==> config.mk <==
export PLATFORM = sky130hd
export DESIGN_NAME = e203_subsys_pllclkdiv_ctrl
export DESIGN_NICKNAME = d
export VERILOG_FILES = /design/src/rtl/e203_subsys_pllclkdiv_pkg.sv /design/src/rtl/e203_subsys_pllclkdiv_settle_cnt.sv /design/src/rtl/e203_subsys_pllclkdiv_ctrl.sv
export SDC_FILE = /design/constraint.sdc
export NUM_CORES = 1
export LEC_CHECK = 0
export CAP_MARGIN = 20
export CELL_PAD_IN_SITES_DETAIL_PLACEMENT = 0
export CELL_PAD_IN_SITES_GLOBAL_PLACEMENT = 2
export CORE_AREA = 2 2 63 88
export CTS_CLUSTER_DIAMETER = 100
export DETAILED_ROUTE_END_ITERATION = 16
export DIE_AREA = 0 0 65 90
export HOLD_SLACK_MARGIN = 0.06
export PLACE_DENSITY = 0.82
export SKIP_LAST_GASP = 1
export SYNTH_ARGS = -nofsm -noshare
export SYNTH_HDL_FRONTEND = slang
export SYNTH_SLANG_ARGS = --single-unit
==> constraint.sdc <==
create_clock -name clk -period 2.4 [get_ports clk]
set_input_delay 0.48 -clock clk [delete_from_list [all_inputs] [get_ports clk]]
set_output_delay 0.48 -clock clk [all_outputs]
set_load 0.01 [all_outputs]
==> src/rtl/e203_subsys_pllclkdiv_pkg.sv <==
// Shared widths, reset defaults and FSM encoding for the PLL clock divider
// configuration sequencer.
package e203_subsys_pllclkdiv_pkg;

    localparam int DIV_W    = 6;
    localparam int SETTLE_W = 8;

    localparam logic [DIV_W-1:0] RST_DIV_DEF = 6'd0;

    localparam logic [2:0] ST_IDLE_C    = 3'd0;
    localparam logic [2:0] ST_QUIESCE_C = 3'd1;
    localparam logic [2:0] ST_UPDATE_C  = 3'd2;
    localparam logic [2:0] ST_SETTLE_C  = 3'd3;
    localparam logic [2:0] ST_RELEASE_C = 3'd4;

    typedef enum logic [2:0] {
        ST_IDLE    = ST_IDLE_C,
        ST_QUIESCE = ST_QUIESCE_C,
        ST_UPDATE  = ST_UPDATE_C,
        ST_SETTLE  = ST_SETTLE_C,
        ST_RELEASE = ST_RELEASE_C
    } state_e;

    // One full divided period is 2*(div+1) input clocks; bypass needs none.
    function automatic logic [SETTLE_W-1:0] settle_raw(
        input logic             divby1,
        input logic [DIV_W-1:0] div
    );
        logic [SETTLE_W-1:0] ext;
        ext = {{(SETTLE_W-DIV_W){1'b0}}, div} + SETTLE_W'(1);
        return divby1 ? '0 : (ext << 1);
    endfunction

endpackage

==> src/rtl/e203_subsys_pllclkdiv_settle_cnt.sv <==
// Loadable down-counter with optional minimum clamp on load and a
// terminal flag raised while the count is 1.
module e203_subsys_pllclkdiv_settle_cnt #(
    parameter int unsigned    W       = 8,
    parameter bit             USE_MIN = 1'b1,
    parameter logic [W-1:0]   MIN_VAL = '0
) (
    input  logic         clk,
    input  logic         rst,
    input  logic         load_i,
    input  logic [W-1:0] load_val_i,
    input  logic         dec_i,
    output logic         last_o
);

    logic [W-1:0] cnt_q;
    logic [W-1:0] cnt_d;
    logic [W-1:0] load_sel;

    generate
        if (USE_MIN) begin : g_min
            assign load_sel = (load_val_i < MIN_VAL) ? MIN_VAL : load_val_i;
        end else begin : g_raw
            assign load_sel = load_val_i;
        end
    endgenerate

    always_comb begin
        cnt_d = cnt_q;
        if (load_i) begin
            cnt_d = load_sel;
        end else if (dec_i && (cnt_q != '0)) begin
            cnt_d = cnt_q - W'(1);
        end
    end

    always_ff @(posedge clk) begin
        if (rst) begin
            cnt_q <= '0;
        end else begin
            cnt_q <= cnt_d;
        end
    end

    assign last_o = (cnt_q == W'(1));

endmodule

==> src/rtl/e203_subsys_pllclkdiv_ctrl.sv <==
// Divider config sequencer: freeze consumer, apply new divby1/div, wait one
// divided period, release. Runs entirely on the undivided PLL clock.
module e203_subsys_pllclkdiv_ctrl
    import e203_subsys_pllclkdiv_pkg::*;
#(
    parameter int unsigned      QUIESCE_TO = 16,
    parameter int unsigned      SETTLE_MIN = 4,
    parameter logic             RST_DIVBY1 = 1'b1,
    parameter logic [DIV_W-1:0] RST_DIV    = RST_DIV_DEF
) (
    input  logic             clk,
    input  logic             rst,
    input  logic             req_valid,
    output logic             req_ready,
    input  logic             req_divby1,
    input  logic [DIV_W-1:0] req_div,
    output logic             hold,
    input  logic             hold_ack,
    output logic             divby1,
    output logic [DIV_W-1:0] div,
    output logic             busy,
    output logic             done,
    output logic             err
);

    localparam int unsigned TO_W = $clog2(QUIESCE_TO + 1);
    localparam logic [TO_W-1:0] TO_LOAD = TO_W'(QUIESCE_TO - 1);
    localparam logic [SETTLE_W-1:0] SMIN = SETTLE_W'(SETTLE_MIN);

    state_e           state_q, state_d;
    logic             sh_divby1_q;
    logic [DIV_W-1:0] sh_div_q;
    logic             divby1_q;
    logic [DIV_W-1:0] div_q;
    logic             hold_q, busy_q, done_q, err_q;

    logic accept;
    logic sh_en, upd, err_d;
    logic to_load, to_dec, to_last;
    logic st_load, st_dec, st_last;
    logic active_d;

    assign req_ready = (state_q == ST_IDLE) && !rst;
    assign accept    = req_valid && req_ready;

    // Timeout counts down from QUIESCE_TO-1 so both counters share one shape.
    e203_subsys_pllclkdiv_settle_cnt #(
        .W       (TO_W),
        .USE_MIN (1'b0),
        .MIN_VAL ('0)
    ) u_to_cnt (
        .clk        (clk),
        .rst        (rst),
        .load_i     (to_load),
        .load_val_i (TO_LOAD),
        .dec_i      (to_dec),
        .last_o     (to_last)
    );

    e203_subsys_pllclkdiv_settle_cnt #(
        .W       (SETTLE_W),
        .USE_MIN (1'b1),
        .MIN_VAL (SMIN)
    ) u_settle_cnt (
        .clk        (clk),
        .rst        (rst),
        .load_i     (st_load),
        .load_val_i (settle_raw(sh_divby1_q, sh_div_q)),
        .dec_i      (st_dec),
        .last_o     (st_last)
    );

    always_comb begin
        state_d = state_q;
        sh_en   = 1'b0;
        upd     = 1'b0;
        err_d   = 1'b0;
        to_load = 1'b0;
        to_dec  = 1'b0;
        st_load = 1'b0;
        st_dec  = 1'b0;
        unique case (state_q)
            ST_IDLE: begin
                if (accept) begin
                    sh_en   = 1'b1;
                    to_load = 1'b1;
                    state_d = ST_QUIESCE;
                end
            end
            ST_QUIESCE: begin
                if (hold_ack) begin
                    state_d = ST_UPDATE;
                end else if (to_last) begin
                    state_d = ST_IDLE;
                    err_d   = 1'b1;
                end else begin
                    to_dec = 1'b1;
                end
            end
            ST_UPDATE: begin
                upd     = 1'b1;
                st_load = 1'b1;
                state_d = ST_SETTLE;
            end
            ST_SETTLE: begin
                if (st_last) begin
                    state_d = ST_RELEASE;
                end else begin
                    st_dec = 1'b1;
                end
            end
            ST_RELEASE: begin
                state_d = ST_IDLE;
            end
            default: begin
                state_d = ST_IDLE;
            end
        endcase
    end

    assign active_d = (state_d == ST_QUIESCE) ||
                      (state_d == ST_UPDATE)  ||
                      (state_d == ST_SETTLE);

    always_ff @(posedge clk) begin
        if (rst) begin
            state_q     <= ST_IDLE;
            sh_divby1_q <= RST_DIVBY1;
            sh_div_q    <= RST_DIV;
            divby1_q    <= RST_DIVBY1;
            div_q       <= RST_DIV;
            hold_q      <= 1'b0;
            busy_q      <= 1'b0;
            done_q      <= 1'b0;
            err_q       <= 1'b0;
        end else begin
            state_q <= state_d;
            hold_q  <= active_d;
            busy_q  <= active_d;
            done_q  <= (state_d == ST_RELEASE);
            err_q   <= err_d;
            if (sh_en) begin
                sh_divby1_q <= req_divby1;
                sh_div_q    <= req_div;
            end
            if (upd) begin
                divby1_q <= sh_divby1_q;
                div_q    <= sh_div_q;
            end
        end
    end

    assign hold   = hold_q;
    assign busy   = busy_q;
    assign done   = done_q;
    assign err    = err_q;
    assign divby1 = divby1_q;
    assign div    = div_q;

endmodule

# Word-level counts from Yosys, hierarchy flattened
# Index checks and enable logic that the tools add are counted.
# op_classes
mux	20
n_eq_ne	9
n_lt_le_gt_ge	1
n_reduce_logical	14
n_bitwise	1
addsub	3
# ops
operator	n
two-way mux 8 bit	4
equality test 3 x 2 -> 1 bit, second input constant	4
two-way mux 3 bit	4
one-hot mux 3 bit (4 select lines)	1
two-way mux 1 bit	9
equality test 8 x 1 -> 1 bit, second input constant	1
< comparator 8 x 3 -> 1 bit, second input constant	1
two-way mux 4 bit	2
nonzero test 8 bit	1
subtractor 8 x 1 -> 8 bit, second input constant	1
adder 6 x 1 -> 7 bit, second input constant	1
equality test 3 x 1 -> 1 bit, second input constant	2
equality test 5 x 1 -> 1 bit, second input constant	1
nonzero test 5 bit	1
subtractor 5 x 1 -> 5 bit, second input constant	1
logical AND 1 bit	4
nonzero test 2 bit	2
equality test 3 bit, second input constant	1
logical NOT 3 bit	1
OR reduction 3 bit	1
logical OR 1 bit	2
OR reduction 2 bit	1
logical NOT 1 bit	1
inverter 1 bit	1
# word_totals
elab_cells	59
in_bits	11
ff_bits	33

# Depth between registers and ports, before layout
# depth
ltp_word	8
depth_mapped	7
ltp_nobuf	7

# Modules after synthesis
# A second synthesis with hierarchy kept.
# hier_totals
hier_cells	211
area_unflattened_um2	1891.8
# by_module_without_submodules
module	seq_area_each_um2	area_per_inst_um2	cells_per_inst	n_inst
e203_subsys_pllclkdiv_ctrl	400.4	979.7	104	1
e203_subsys_pllclkdiv_settle_cnt at u_settle_cnt	160.2	579.3	67	1
e203_subsys_pllclkdiv_settle_cnt at u_to_cnt	100.1	332.8	40	1

# Worst setup path after synthesis
# Ideal clock, no wire load.
# synth_timing
kind	input-to-reg
startpoint	input port rst
endpoint	register u_to_cnt.cnt_q[2]
stages	6
path_buffers	2
t_required_ns	2.314
slack_ns	0.576
t_arrival_ns	1.739
path_cell_list	clkbuf_1 > nor4_1 > and2_1 > buf_2 > nor3_1 > a211oi_1
# synth_via
elab_chain_cells	6
elab_cells_between_ends	7
classes_between	mux: 3; reduce/logical: 4
# synth_rtl
element	line_no	text
start: declaration	e203_subsys_pllclkdiv_ctrl.sv:12	input logic rst,
logical NOT 1 bit *	e203_subsys_pllclkdiv_ctrl.sv:43	assign req_ready = (state_q == ST_IDLE) && !rst;
logical AND 1 bit *	e203_subsys_pllclkdiv_ctrl.sv:43	
via req_ready	e203_subsys_pllclkdiv_ctrl.sv:14	output logic req_ready,
logical AND 1 bit *	e203_subsys_pllclkdiv_ctrl.sv:44	assign accept = req_valid && req_ready;
two-way mux 1 bit *	e203_subsys_pllclkdiv_ctrl.sv:84	if (accept) begin
two-way mux 1 bit *	e203_subsys_pllclkdiv_ctrl.sv:82	unique case (state_q)
two-way mux 4 bit / nonzero test 2 bit (equally long branches)	--	
end signal: assignment	e203_subsys_pllclkdiv_settle_cnt.sv:41	cnt_q <= cnt_d;
end: declaration	e203_subsys_pllclkdiv_settle_cnt.sv:16	logic [W-1:0] cnt_q;
# The timed path passes the listed nets; every way through them passes the cells marked *.
# A chain may end at the register's enable or synchronous reset.

# Final worst setup path
# layout_timing
startpoint	input port rst
endpoint	output port req_ready
# layout_via
elab_chain_cells	2
# layout_rtl
element	line_no
logical NOT 1 bit	e203_subsys_pllclkdiv_ctrl.sv:43
logical AND 1 bit	e203_subsys_pllclkdiv_ctrl.sv:43
end: declaration	e203_subsys_pllclkdiv_ctrl.sv:14
# Every way passes these cells.

==> impl_metrics.json <==
{
  "critPathLaunchType": "primary input",
  "fill_cells": 544,
  "drv_slew": 0,
  "dieArea_um2": 5850,
  "timing.hold.ws_ns": 0.4556,
  "cp-end-kind": "primary output",
  "maxCapViolCount": 0,
  "worst_slack_ns": 0.1353,
  "num_io_pins": 23,
  "grt_overflow": 0,
  "p_total_mw": 1.288,
  "synth_area_leaders": "dfxtp_1 (40%), nand2_1 (9.7%), a21oi_1 (7.5%)",
  "grt_antenna_before_repair": 0,
  "cts_buffers": 5,
  "htree_levels": 2,
  "synth_flop_cell": "dfxtp_1",
  "status": "finished, final reports clean",
  "ys_types": 37,
  "syn_inst": 213,
  "place_congestion": 0.7821,
  "dp_worst_setup_slack_ns": 0.003400,
  "synth_area_per_cell_um2": 7.819,
  "yosysWarnings": 0,
  "gr-usage-all-layers_pct": 15.11,
  "grt_pass1_vias": 1493,
  "fin_crit_ns": 2.265,
  "grt_pass1_wl_um": 6872,
  "postPlaceCellArea_um2": 1969,
  "yosysSeqAreaShare_pct": 39.67,
  "dp_cells": 297,
  "powerDensity_nw_per_um2": 620.0,
  "setup_tns_ns": 0,
  "clock.fmax_ghz": 0.4416,
  "cts-resized-gates": 1,
  "coreArea_um2": 5081,
  "die_w_um": 65,
  "cp.arrival_ns": 1.78,
  "worstMarginPinSlew_ns": 0.4371,
  "hold_violations": 0,
  "syn-num-nets": 231,
  "synth_edf_count": 0,
  "peakVddDrop_uv": 321.6,
  "clock_sinks": 33,
  "synth_top_area_share_pct": 39.67,
  "path_max_fanout": 3,
  "critical_path_class": "in -> out",
  "cts_setup_buffers": 0,
  "cts_root_buf": "clkbuf_8",
  "vias": 1507,
  "r2r_setup_slack_ns": 0.57,
  "final_area_um2": 2077,
  "clock_path_buffers": 2,
  "relSlewSlack_pct": 70.68,
  "synthesis.area_um2": 1665,
  "fin_skew_ns": 0.004385,
  "fin_util_pct": 40.88,
  "setup_viol_count_final": 0,
  "clkTransAtPathRegs_ns": 0.07,
  "chipHeight_um": 90,
  "drt_iter0_drc": 72,
  "async_reset_ff_share_pct": 0,
  "avgViaCountPerCell": 4.941,
  "syn2layout_area_growth_pct": 24.72,
  "layout.nets": 256,
  "grt_max_degree": 34,
  "totalWireLength_um": 3984,
  "synth_top_cell_by_area": "dfxtp_1",
  "layout.cells.non_filler": 305,
  "hold_path_class": "reg -> reg",
  "fin_crit_sh_pct": 94.36,
  "row_count": 31,
  "drive_gt1_share_pct": 8.368,
  "route.detailed.drc": 0,
  "leakage_nw": 0.7751,
  "wire_per_inst_um": 13.06,
  "io_buffers": 22,
  "final_antenna_net_count": 0,
  "ctsHoldBuffers": 0,
  "rsz0062_at_grt": "false",
  "crit_required_ns": 1.92,
  "insertion_delay_ns": 0.29,
  "firstDrtPassIters": 4,
  "num_antenna_cells": 0,
  "hpwl_um": 2823,
  "initial_core_util_pct": 32.78,
  "cts_tree": "built",
  "ys_ff_latch": 33
}
## kinds of logic (layout without fill, tap and decap cells)
logic type,after synthesis,in the layout,synth area share (%)
AO/OA/AOI/OAI,50,50,18.18
XOR/XNOR,4,4,2.104
adder cells (fa/ha/maj),7,7,5.259
buffers and inverters,15,41,3.757
flip-flops,33,33,39.67
multiplexers,2,2,1.202
AND/OR/NAND/NOR,102,102,29.83
## cell usage in the layout (no fill, tap or decap), drive strengths merged
master,n
o311ai,2
nor2b,3
nand3,3
clkinv,1
nand4,1
and2,1
o41ai,1
nand3b,2
a211oi,6
inv,5
o2111ai,1
a221oi,1
clkdlybuf4s50,22
nor3,14
or4,1
nor3b,3
clkbuf,7
nor4,2
xor2,3
dfxtp,33
o21bai,2
nor4b,1
mux2i,2
xnor2,1
and3,1
ha,7
or3,5
o21ai,9
buf,6
nand2,43
a21oi,25
a21o,2
nor2,19
or2,1
nand2b,2
o22ai,1
## power breakdown
part	internal (mW)	leakage, nW	switching (mW)
logic	0.0983	0.452	0.117
registers	0.574	0.268	0.0310
clock network	0.259	0.0542	0.208
total	0.932	0.775	0.356
## synth_stat cells (5+ instances only)
cell,number
nand2_1,43
dfxtp_1,33
a21oi_1,25
nor2_1,19
nor3_1,13
o21ai_0,9
clkbuf_1,7
ha_1,7
a211oi_1,6
inv_1,5
or3_1,5
## layer usage
| layer | vias up | global-route usage, % | part of all wire, % |
|---|---|---|---|
| met5 | - | 0 | 0 |
| met4 | 0 | 9.574 | 4.1 |
| met3 | 12 | 3.254 | 2.6 |
| met2 | 23 | 24.83 | 49 |
| met1 | 684 | 17.34 | 44 |
| li1 | 788 | - | - |
## worst max-delay path: stages
cell,delay [ns]
clkdlybuf4s50_1,0.44
nor4_2,0.26
clkdlybuf4s50_1,0.61
## flip-flops by register name, summed over array words and instances, names as in the netlist
register and cells:
u_settle_cnt.cnt_q 8, div 6, sh_div_q 6, u_to_cnt.cnt_q 5
state_q 3, busy 1, divby1 1, done 1
err 1, sh_divby1_q 1
## worst paths after layout
path	start	endpoint	cells after the start
worst min register to register	div[4]	div[4]	2
worst min-delay path	div[4]	div[4]	2
worst max-delay path	rst	req_ready	3
worst max register to register	sh_div_q[0]	u_settle_cnt.cnt_q[2]	6
## area by class of cell
cell class                      count  area [um2]  area share [%]
Clock buffer                        7       96.34           4.639
Clock inverter                      1       5.005          0.2410
Inverter                            5       18.77          0.9036
Multi-Input combinational cell    165       948.4           45.66
Sequential cell                    33       660.6           31.81
Tap cell                           66       82.58           3.976
Timing Repair Buffer               28       265.3           12.77
Power figures use the tool's default switching activity.
